`src/rtl/mult_div_unit_if.sv`:
```
// Request/response bundle between the main control unit and the shared mult/div engine.
// The control unit is the master; the engine is the slave.
interface mult_div_if #(
    parameter int WIDTH = 32
);
    logic             mult_start;
    logic             div_start;
    logic [WIDTH-1:0] a;
    logic [WIDTH-1:0] b;
    logic [WIDTH-1:0] hi;
    logic [WIDTH-1:0] lo;
    logic             busy;
    logic             done;
    logic             divzero;

    modport master (
        output mult_start, div_start, a, b,
        input  hi, lo, busy, done, divzero
    );

    modport slave (
        input  mult_start, div_start, a, b,
        output hi, lo, busy, done, divzero
    );
endinterface

```
`src/rtl/mult_div_unit.sv`:
```
// Iterative signed multiply (radix-2 Booth) / divide (restoring) engine.
// One bit per cycle; the result lands in HI/LO on entry to DONE.
module mult_div_unit #(
    parameter int WIDTH = 32
) (
    input logic      clk,
    input logic      reset,
    mult_div_if.slave bus
);
    localparam int CW = $clog2(WIDTH) + 1;

    typedef enum logic [3:0] {
        S_IDLE = 4'b0001,
        S_MULT = 4'b0010,
        S_DIV  = 4'b0100,
        S_DONE = 4'b1000
    } state_t;

    state_t             r_state, w_next;
    logic [CW-1:0]      r_cnt;
    // Booth register {P_hi, P_lo, q-1}; P_hi carries one guard bit so that
    // subtracting the most-negative multiplicand cannot overflow.
    logic [2*WIDTH+1:0] r_acc;
    logic [WIDTH:0]     r_mcand;
    logic [WIDTH-1:0]   r_rem, r_quo, r_dvsr, r_hi, r_lo;
    logic               r_qneg, r_rneg, r_divzero;

    logic               w_busy, w_done, w_last, w_div_go, w_div_zero;
    logic [WIDTH:0]     w_p_hi, w_sum;
    logic [2*WIDTH+1:0] w_booth;
    logic [WIDTH:0]     w_rsh;
    logic               w_borrow;
    logic [WIDTH-1:0]   w_diff, w_rem_nx, w_quo_nx, w_rem_s, w_quo_s;
    logic [WIDTH-1:0]   w_abs_a, w_abs_b;

    assign w_last     = (r_cnt == CW'(WIDTH - 1));
    assign w_div_go   = bus.div_start && !bus.mult_start && (bus.b != '0);
    assign w_div_zero = bus.div_start && !bus.mult_start && (bus.b == '0);
    assign w_abs_a    = bus.a[WIDTH-1] ? -bus.a : bus.a;
    assign w_abs_b    = bus.b[WIDTH-1] ? -bus.b : bus.b;

    // Booth step: add/subtract on {P_lo[0], q-1}, then arithmetic shift right.
    assign w_p_hi = r_acc[2*WIDTH+1:WIDTH+1];
    always_comb begin
        w_sum = w_p_hi;
        case (r_acc[1:0])
            2'b01:   w_sum = w_p_hi + r_mcand;
            2'b10:   w_sum = w_p_hi - r_mcand;
            default: w_sum = w_p_hi;
        endcase
    end
    assign w_booth = {w_sum[WIDTH], w_sum, r_acc[WIDTH:1]};

    // Restoring step on magnitudes; the low bits of the modular difference are
    // exact whenever no borrow occurs, so a separate compare provides the borrow.
    assign w_rsh    = {r_rem, r_quo[WIDTH-1]};
    assign w_borrow = (w_rsh < {1'b0, r_dvsr});
    assign w_diff   = w_rsh[WIDTH-1:0] - r_dvsr;
    assign w_rem_nx = w_borrow ? w_rsh[WIDTH-1:0] : w_diff;
    assign w_quo_nx = {r_quo[WIDTH-2:0], ~w_borrow};
    assign w_quo_s  = r_qneg ? -w_quo_nx : w_quo_nx;
    assign w_rem_s  = r_rneg ? -w_rem_nx : w_rem_nx;

    always_comb begin
        w_next = r_state;
        w_busy = 1'b0;
        w_done = 1'b0;
        case (r_state)
            S_IDLE: begin
                if (bus.mult_start)  w_next = S_MULT;
                else if (w_div_go)   w_next = S_DIV;
            end
            S_MULT: begin
                w_busy = 1'b1;
                if (w_last) w_next = S_DONE;
            end
            S_DIV: begin
                w_busy = 1'b1;
                if (w_last) w_next = S_DONE;
            end
            S_DONE: begin
                w_done = 1'b1;
                w_next = S_IDLE;
            end
            default: w_next = S_IDLE;
        endcase
    end

    always_ff @(posedge clk) begin
        if (reset) begin
            r_state   <= S_IDLE;
            r_cnt     <= '0;
            r_acc     <= '0;
            r_mcand   <= '0;
            r_rem     <= '0;
            r_quo     <= '0;
            r_dvsr    <= '0;
            r_hi      <= '0;
            r_lo      <= '0;
            r_qneg    <= 1'b0;
            r_rneg    <= 1'b0;
            r_divzero <= 1'b0;
        end else begin
            r_state   <= w_next;
            r_divzero <= (r_state == S_IDLE) && w_div_zero;
            case (r_state)
                S_IDLE: begin
                    if (bus.mult_start) begin
                        r_acc   <= {{(WIDTH+1){1'b0}}, bus.b, 1'b0};
                        r_mcand <= {bus.a[WIDTH-1], bus.a};
                        r_cnt   <= '0;
                    end else if (w_div_go) begin
                        r_rem  <= '0;
                        r_quo  <= w_abs_a;
                        r_dvsr <= w_abs_b;
                        r_qneg <= bus.a[WIDTH-1] ^ bus.b[WIDTH-1];
                        r_rneg <= bus.a[WIDTH-1];
                        r_cnt  <= '0;
                    end
                end
                S_MULT: begin
                    r_acc <= w_booth;
                    r_cnt <= r_cnt + CW'(1);
                    if (w_last) begin
                        r_hi <= w_booth[2*WIDTH:WIDTH+1];
                        r_lo <= w_booth[WIDTH:1];
                    end
                end
                S_DIV: begin
                    r_rem <= w_rem_nx;
                    r_quo <= w_quo_nx;
                    r_cnt <= r_cnt + CW'(1);
                    if (w_last) begin
                        r_hi <= w_rem_s;
                        r_lo <= w_quo_s;
                    end
                end
                default: ;
            endcase
        end
    end

    assign bus.hi      = r_hi;
    assign bus.lo      = r_lo;
    assign bus.busy    = w_busy;
    assign bus.done    = w_done;
    assign bus.divzero = r_divzero;
endmodule
```
`src/flat_wrapper.sv`:
```
// flat-port wrapper written by rule: the top's interface ports become plain ports
module mult_div_unit_flat 
#(
    parameter int WIDTH = 32
)
  (clk, reset, bus_mult_start, bus_div_start, bus_a, bus_b, bus_hi, bus_lo, bus_busy, bus_done, bus_divzero);
  mult_div_if #(.WIDTH(WIDTH)) bus_i ();
  input logic clk;
  input logic reset;
  input wire logic [$bits(bus_i.mult_start)-1:0] bus_mult_start;
  input wire logic [$bits(bus_i.div_start)-1:0] bus_div_start;
  input wire logic [$bits(bus_i.a)-1:0] bus_a;
  input wire logic [$bits(bus_i.b)-1:0] bus_b;
  output wire logic [$bits(bus_i.hi)-1:0] bus_hi;
  output wire logic [$bits(bus_i.lo)-1:0] bus_lo;
  output wire logic [$bits(bus_i.busy)-1:0] bus_busy;
  output wire logic [$bits(bus_i.done)-1:0] bus_done;
  output wire logic [$bits(bus_i.divzero)-1:0] bus_divzero;
  assign bus_i.mult_start = bus_mult_start;
  assign bus_i.div_start = bus_div_start;
  assign bus_i.a = bus_a;
  assign bus_i.b = bus_b;
  assign bus_hi = bus_i.hi;
  assign bus_lo = bus_i.lo;
  assign bus_busy = bus_i.busy;
  assign bus_done = bus_i.done;
  assign bus_divzero = bus_i.divzero;
  mult_div_unit #(.WIDTH(WIDTH)) u_core (.clk(clk), .reset(reset), .bus(bus_i));
endmodule
```
`config.mk`:
```
export PLATFORM = sky130hd
export DESIGN_NAME = mult_div_unit_flat
export DESIGN_NICKNAME = d
export VERILOG_FILES = /design/src/rtl/mult_div_unit_if.sv /design/src/rtl/mult_div_unit.sv /design/src/flat_wrapper.sv
export SDC_FILE = /design/constraint.sdc
export NUM_CORES = 1
export LEC_CHECK = 0
export CORE_MARGIN = 1
export CORE_UTILIZATION = 50
export CTS_CLUSTER_SIZE = 10
export DETAILED_ROUTE_END_ITERATION = 6
export GPL_ROUTABILITY_DRIVEN = 0
export PLACE_DENSITY = 0.7
export SLEW_MARGIN = 20
export SYNTH_ARGS = -nofsm -noshare
export SYNTH_HDL_FRONTEND = slang
export SYNTH_SLANG_ARGS = --single-unit
```
`constraint.sdc`:
```
create_clock -name clk -period 11.6 [get_ports clk]
set_input_delay 2.32 -clock clk [delete_from_list [all_inputs] [get_ports clk]]
set_output_delay 2.32 -clock clk [all_outputs]
set_load 0.01 [all_outputs]
```
# == Yosys cells after proc, flatten, opt, wreduce, memory -nomap -nowiden ==
# Index checks and enable logic that the tools add are counted.
# word_totals
reg_bits,271
latch_bits,0
ram_bits,0
romBits,0
input_bits,68
out_inout_bits,67
elab_cells,86
memories,0
# op_classes
addsub,8
n_mul,0
div_mod_pow,0
magnitude_cmp,1
eq_ne,14
n_shift,0
mux,29
n_bitwise,3
n_reduce_logical,19
# op_table
op,count
2-to-1 mux 32 bit,13
one-hot mux 32 bit (2 select lines),4
one-hot mux 66 bit (2 select lines),1
negation 32 bit,4
2-to-1 mux 66 bit,1
one-hot mux 33 bit (2 select lines),1
adder 33 bit,1
less-than comparator 33 x 32 -> 1 bit,1
subtractor 33 bit,1
zero test 32 bit,1
nonzero test 32 bit,1
subtractor 32 bit,1
2-to-1 mux 4 bit,3
2-to-1 mux 6 bit,2
one-hot mux 6 bit (2 select lines),1
AND reduction 3 bit,3
"!= test 2 x 1 -> 1 bit, second input constant",4
one-hot mux 4 bit (2 select lines),1
AND reduction 2 bit,4
nonzero test 2 bit,4
"adder 6 x 1 -> 6 bit, second input constant",1
"== test 6 x 5 -> 1 bit, second input constant",1
"== test 4 x 1 -> 1 bit, second input constant",1
"== test 4 x 2 -> 1 bit, second input constant",1
12 further kinds,18

# == Logic depth before layout (Yosys ltp) ==
# Gate-level depths: netlist of the first run.
# depth
ltp_word,6
mapped_depth,24
depth_no_buf,19

# == Worst setup path before layout of the first run ==
# No wires, ideal clock.
# synth_path
path_type,register to register
startpoint,register u_core.r_dvsr[14]
endpoint,"register u_core.r_hi[28], in the netlist u_core.bus.hi[28]"
setup_ps,127
arrival_time_ps,4667
path_slack_ps,6806
path_stages_with_launch,22
path_cell_list,dfxtp_1 -> inv_1 -> ha_1 -> buf_4 -> a211oi_1 -> a211oi_1 -> nor4b_2 -> o311a_4 -> nand2b_4 -> buf_2 -> buf_4 -> buf_2 -> mux2i_1 -> ha_1 -> nand2b_1 -> or3_1 -> or4_1 -> o31ai_2 -> o211ai_1 -> or4_1 -> nor4_1 -> nor3_1
# synth_between
elab_chain_len,6
word_cells_on_any_way,7
# synth_lines
item,line,rtl
"start, declared",mult_div_unit.sv:25,"logic [WIDTH-1:0] r_rem, r_quo, r_dvsr, r_hi, r_lo;"
"start signal, assigned",mult_div_unit.sv:115,r_dvsr <= w_abs_b;
subtractor 32 bit or less-than comparator 33 x 32 -> 1 bit (tied branches),"mult_div_unit.sv:58, mult_div_unit.sv:57",
2-to-1 mux 32 bit *,mult_div_unit.sv:59,assign w_rem_nx = w_borrow ? w_rsh[WIDTH-1:0] : w_diff;
negation 32 bit,mult_div_unit.sv:62,assign w_rem_s = r_rneg ? -w_rem_nx : w_rem_nx;
2-to-1 mux 32 bit *,mult_div_unit.sv:62,
2-to-1 mux 32 bit *,mult_div_unit.sv:133,if (w_last) begin
one-hot mux 32 bit (2 select lines) *,mult_div_unit.sv:106,case (r_state)
"end signal, assigned",mult_div_unit.sv:125,r_hi <= w_booth[2*WIDTH:WIDTH+1];
"end signal, assigned",mult_div_unit.sv:134,r_hi <= w_rem_s;
"end, declared",mult_div_unit.sv:25,
# Every way passes the cells marked *; elsewhere a longest branch is shown, timed or not. The select of a mux whose other input is x is not followed.
# A chain may end at the register's enable or synchronous reset.

# == Final worst setup path of the first run ==
# layout_path
startpoint,register u_core.r_dvsr[14]
endpoint,"register u_core.r_lo[30], in the netlist u_core.bus.lo[30]"
# layout_between
elab_chain_len,6
# layout_lines
item,line,rtl
less-than comparator 33 x 32 -> 1 bit,mult_div_unit.sv:57,"assign w_borrow = (w_rsh < {1'b0, r_dvsr});"
inverter 1 bit,mult_div_unit.sv:60,"assign w_quo_nx = {r_quo[WIDTH-2:0], ~w_borrow};"
negation 32 bit,mult_div_unit.sv:61,assign w_quo_s = r_qneg ? -w_quo_nx : w_quo_nx;
2-to-1 mux 32 bit,mult_div_unit.sv:61,
2-to-1 mux 32 bit,mult_div_unit.sv:133,
one-hot mux 32 bit (2 select lines),mult_div_unit.sv:106,
"end signal, assigned",mult_div_unit.sv:126,r_lo <= w_booth[WIDTH:1];
"end signal, assigned",mult_div_unit.sv:135,r_lo <= w_quo_s;
"end, declared",mult_div_unit.sv:25,
# Every way passes these cells. The select of a mux whose other input is x is not followed.

==> reports/metrics.yaml, run 1 <==
outcome:
  violations: "DRC"
  status: "complete, but fails checks"
yosys:
  synth_edf_count: 0
  synth_cell_type_count: 94
  ys.flop_type: "dfxtp_1"
  avgSynthCellArea_um2: 7.320
  yosys-top-cells-area: "dfxtp_1 (29%), nand2_1 (7.5%), a21oi_1 (6.5%), nor2_1 (6.4%), ha_1 (4.7%)"
  synthAdderAreaFrac: 0.04933
  yosysMostFrequentCell: "nand2_1"
  yosys_warnings: 0
  post_synth_mux_area_share: 0.01449
  synth_top_area_cell: "dfxtp_1"
  synth-xor-area-share: 0.08283
  synth_area_um2: 18820
  synth_compound_area_frac: 0.2709
  ys_ff_latch: 270
  async_flop_share: 0
  syn-num-nets: 2712
  netlist_top_cells_count: "nand2_1 (376), nor2_1 (321), dfxtp_1 (270)"
  netlist_instances: 2571
  netlist.area_leader.share: 0.2872
  synth_top_family_by_area: "compound AO/OA/AOI/OAI gates"
  yosysSeqAreaShare: 0.2872
  synth-simple-area-share: 0.2421
min_path:
  hold_class: "reg -> reg"
worst_setup_path:
  crit_arrival_ns: 6.08
  cpPeakStageDelay_ns: 0.69
  start_kind: "flop"
  critPathRequiredTime_ns: 11.99
  critPathKind: "reg -> reg"
  cp_slowest_cell: "inv_2"
  end_kind: "flop"
  worstPathCellList: "inv_1 -> ha_1 -> a21oi_2 -> o21ai_0 -> or2_1 -> o311a_4 -> nand2b_4 -> inv_2 -> ha_1 -> inv_1 -> or4_1 -> or4_4 -> nand2b_4 -> o41ai_2 -> xor2_1 -> a211oi_1 -> a21oi_1 -> nor2_1"
  crit_fanout: 49
global_route:
  grt_max_degree: 114
  grt_overflow: 0
  grtUsageTotal: 0.3135
  grt_pass1_vias: 17461
  antenna_found_initial: 1
  grt_pass1_wl_um: 95990
die:
  row_count: 70
  initial_core_util: 0.5116
  coreArea_um2: 36790
  die_h_um: 196.0
  fp.dieW_um: 196.0
  dieArea_um2: 38420
  ioPinCount: 135
cts:
  cts_tree: "built"
  path_clk_slew_ns: 0.05
  clockBufferDepth: 3
  root_buffer: "clkbuf_16"
  clkLatencyLatePin_ns: 0.56
  cts.sinks: 270
  cts_hold_buf: 0
  postCtsSetupBuffers: 0
  htree_levels: 2
  postCtsResizedCells: 0
  cts_buffers: 36
detailed_routing:
  routedWlPerCell_um: 19.98
  dr.pass1.iters: 7
  totalWireLength_um: 61440
  drtIter0Drc: 1832
  final_antenna_net_count: 0
  drc_errors: 1
  viasPerCell: 6.248
  vias: 19212
final_layout:
  area_growth_pct: 13.30
  diodes: 0
  layout.nets: 2731
  design_area_um2: 21320
  drive_gt1_frac: 0.04641
placed_design:
  hpwl_um: 44930
  place_area_um2: 20230
  port_buffers: 134
sta:
  slew_violations: 0
  worst_pin_slew_ns: 1.128
  tns_ns: 0
  fin_crit_ns: 5.684
  setup_viol: 0
  slew_headroom: 0.2383
  period_share: 0.4900
  holdWs_ns: 0.4512
  max_freq_mhz: 175.9
  fin_worst_skew_ns: 0.01653
  hold_violations: 0
  rsz0062_at_grt: "no"
pwr:
  p_leak_nw: 7.811
  p_per_area_nw_per_um2: 160.2
  irDropWorstVdd_mv: 0.1386
  finalPower_mw: 3.416
run:
  cap_violations: 0
## worst max-delay path, delay by kind of cell, from the launching register on
kind,cells,cell delay (ns)
AO/OA/AOI/OAI,6,1.41
XOR/XNOR,1,0.17
adder cells (fa/ha/maj),2,0.72
buffers and inverters,3,0.84
flip-flops,1,0.33
AND/OR/NAND/NOR,6,1.99
## stage by stage
step / utilization / setup WS (ns) / cells
after floorplan: - / 6.806 / 2571
after global placement: 0.5499 / 5.956 / 3020
after detailed placement: 0.5499 / 5.863 / 3020
after CTS: 0.5795 / 6.010 / 3075
after global routing: 0.5797 / 5.544 / 3075
final: 0.5797 / 5.916 / 3075
## where the power goes
part / internal (mW) / switching, mW / total (mW) / leakage (nW)
Clock: 0.634 / 0.435 / 1.07 / 0.537
Sequential: 0.993 / 0.0795 / 1.07 / 2.19
Combinational: 0.470 / 0.804 / 1.27 / 5.08
## metal layers
metal	GRT usage	wire length [um]
met5	0	0
met4	0.1241	2271
met3	0.05707	4587
met2	0.5164	28340
met1	0.4049	26240
## path summary, 6_finish.rpt
path | startpoint | endpoint | slack (ns) | cells after the start
max reg2reg | u_core.r_dvsr[14] | u_core.bus.lo[30] | 5.92 | 18
min | u_core.bus.hi[9] | u_core.bus.hi[9] | 0.45 | 2
max | u_core.r_dvsr[14] | u_core.bus.lo[30] | 5.92 | 18
min reg2reg | u_core.bus.hi[9] | u_core.bus.hi[9] | 0.45 | 2
## registers in the layout, indices dropped and copies added (netlist names)
register,cells
u_core.r_dvsr,32
u_core.r_acc,65
u_core.r_quo,32
u_core.r_qneg,1
u_core.r_mcand,32
u_core.bus.hi,32
u_core.r_cnt,6
u_core.r_rneg,1
u_core.r_rem,32
u_core.bus.divzero,1
u_core.bus.lo,32
u_core.r_state,4
## cell type report
class | instances | area (um^2)
clock buffer | 44 | 972.2
clock inverter | 11 | 115.1
inverter | 81 | 304.0
timing repair buffer | 152 | 1480
multi-input combinational | 2049 | 12460
tap | 468 | 585.6
sequential | 270 | 5405
fill | 3468 | 15460
## logic make-up (layout without fill, tap and decap cells)
logic type      after synthesis  count (layout)
mux                          27              27
simple gates               1000            1000
compound gates              771             771
flops                       270             270
xor+xnor                    178             178
buf+inv                     252             288
fa+ha+maj                    73              73
## layout by cell type, fill, tap and decap left out, types with 29 or more instances in the layout
cell type          n
a22oi_1           29
a21oi_1          243
inv_1             79
o211ai_1          48
nor2_1           320
nand2_1          374
xor2_1            94
nand3_1           45
dfxtp_1          270
o31ai_1           42
xnor2_1           84
ha_1              70
nor3_1            56
a311oi_1          42
a211oi_1          72
clkdlybuf4s50_1  133
o21ai_0           93
a31oi_1           53
clkbuf_16         37
(Power assumes the default switching activity.)
==> run 2: changes to the inputs <==
--- a/config.mk
+++ b/config.mk
@@ -10,7 +10,7 @@
 export CTS_CLUSTER_SIZE = 10
 export DETAILED_ROUTE_END_ITERATION = 6
 export GPL_ROUTABILITY_DRIVEN = 0
-export PLACE_DENSITY = 0.7
+export PLACE_DENSITY = 0.72
 export SLEW_MARGIN = 20
 export SYNTH_ARGS = -nofsm -noshare
 export SYNTH_HDL_FRONTEND = slang
==> constraint.sdc (replaced) <==
create_clock -name clk -period 4.8 [get_ports clk]
set_input_delay 0.96 -clock clk [delete_from_list [all_inputs] [get_ports clk]]
set_output_delay 0.96 -clock clk [all_outputs]
set_load 0.01 [all_outputs]
==> run 2 against run 1 <==
The run now ends clean. Core utilization grew 0.90 points. Fmax grew 23%. Cell count grew 1.1%. Worst setup slack got worse by 5.7 ns. Clock skew rose by 0.0027 ns. Wire length increased by 0.99%. Clock-buffer cell count grew 3.
==> reports/metrics.yaml, run 2 (same netlist as run 1, synthesis figures left out) <==
worst_setup_path:
  crit_fanout: 6
  crit_start: "u_core.r_rem[13]"
  start_kind: "flop"
  critPathKind: "reg -> reg"
  end_kind: "flop"
  crit_arrival_ns: 5.02
  regToRegSetupSlack_ns: 0.17
  critPathRequiredTime_ns: 5.20
  r2r_start: "u_core.r_rem[13]"
pwr:
  irDropWorstVdd_mv: 0.2246
  switching_power_mw: 3.189
  p_leak_nw: 7.973
  pwr-share-seq: 0.315
  p_per_area_nw_per_um2: 379.3
  finalPower_mw: 8.213
  clockPowerShare: 0.294
  internal_power_mw: 5.023
  swShare: 0.3883
  power_frac_comb: 0.391
die:
  fp.dieW_um: 196.0
  ioPinCount: 135
  dieArea_um2: 38420
  initial_core_util: 0.5116
  coreArea_um2: 36790
  die_h_um: 196.0
  row_count: 70
global_route:
  antenna_found_initial: 0
  grt_overflow: 0
  grt_pass1_wl_um: 97480
  grtUsageTotal: 0.3150
  grt_max_degree: 111
  grt_pass1_vias: 18042
sta:
  fin_crit_ns: 4.628
  slew_headroom: 0.3361
  worst_pin_slew_ns: 0.9945
  setup_viol: 0
  fin_worst_skew_ns: 0.01924
  hold_violations: 0
  period_share: 0.9641
  slew_violations: 0
  max_freq_mhz: 216.1
cts:
  cts.sinks: 270
  cts_buffers: 35
  cts_hold_buf: 0
  path_clk_slew_ns: 0.06
  clockBufferDepth: 3
  htree_levels: 2
  root_buffer: "clkbuf_16"
  cts_tree: "built"
  clkLatencyLatePin_ns: 0.54
outcome:
  status: "finished clean"
final_layout:
  fillCellCount: 3432
  area_growth_pct: 15.05
  seq_area_um2: 5408
  final_cell_mix: "nand2_1 (374), nor2_1 (318), dfxtp_1 (268)"
  regMostFlops: "u_core.r_acc"
  drive_gt1_frac: 0.06404
  design_area_um2: 21650
  multiInputGateArea_um2: 12550
  layout.nets: 2765
  largest_register_ffs: 65
  final_common_cell: "nand2_1"
placed_design:
  hpwl_um: 45450
  place_area_um2: 20530
  port_buffers: 134
detailed_routing:
  routedWlPerCell_um: 19.96
  dr.pass1.iters: 6
  drc_errors: 0
  viasPerCell: 6.323
  vias: 19651
  drtIter0Drc: 1999
  final_antenna_net_count: 0
  totalWireLength_um: 62050
run:
  cap_violations: 0
min_path:
  hold_class: "reg -> reg"
  hold_start: "u_core.r_dvsr[21]"
[run 2: layout make-up]
class / count / share of cell area
Sequential cell: 270 / 0.2497
Inverter: 81 / 0.01404
Antenna cell: 1 / 0.0001156
Multi-Input combinational cell: 2049 / 0.5794
Clock inverter: 5 / 0.002254
Timing Repair Buffer: 187 / 0.08257
Tap cell: 468 / 0.02704
Clock buffer: 47 / 0.04484
[run 2: repair_timing]
| action | 4_1_cts | 5_1_grt |
|---|---|---|
| endpoints found under the hold margin | 0 | 0 |
| endpoints found under the setup margin | 0 | 18 |
| buffers inserted | 0 | 2 |
| gates resized for setup | 0 | 25 |
[run 2: critical path, stage by stage (launching register included)]
cell and delay, ns:
dfxtp_1 0.40, ha_2 0.35, a21oi_4 0.21, o21ai_0 0.16
or2_1 0.31, o311a_4 0.41, nand2b_4 0.19, mux2i_1 0.23
ha_1 0.25, nand2b_1 0.08, or3_1 0.32, or4_1 0.47
o31ai_4 0.10, o211ai_1 0.25, or4_1 0.46, nor4_1 0.22
nor3_1 0.08
[run 2: path summary, 6_finish.rpt]
path                       endpoint  cells after the start
setup / recovery  u_core.bus.hi[28]                     16
hold / removal    u_core.r_dvsr[21]                      2
setup reg to reg  u_core.bus.hi[28]                     16
hold reg to reg   u_core.r_dvsr[21]                      2
[run 2: power groups by stage]
stage	clock network (mW)	registers, mW	logic, mW
detailed placement	0	2.62	3.08
CTS	2.45	2.58	3.10
global route	2.53	2.60	3.50
floorplan	0	2.56	2.31
finish	2.42	2.58	3.21
global placement	0	2.62	3.03
[run 2: stage by stage]
| step | std cells | util | worst slack, ns | hold WS, ns | TNS, ns |
|---|---|---|---|---|---|
| CTS | 3105 | 0.5857 | 0.1108 | 0.4624 | 0 |
| detailed placement | 3053 | 0.5580 | 0.1530 | 0.4502 | 0 |
| floorplan | 2571 | - | 0.005933 | 0.4319 | 0 |
| global placement | 3053 | 0.5580 | 0.2829 | 0.4421 | 0 |
| finish | 3108 | 0.5886 | 0.1724 | 0.4559 | 0 |
| global route | 3107 | 0.5886 | -0.06847 | 0.4771 | -0.09097 |
[run 2: layer usage]
metal,up-vias,wire length (um),global-route usage
li1,9373,-,-
met1,9313,26710,0.4212
met2,813,28260,0.5055
met3,152,4677,0.04917
met4,0,2397,0.1291
met5,-,0,0
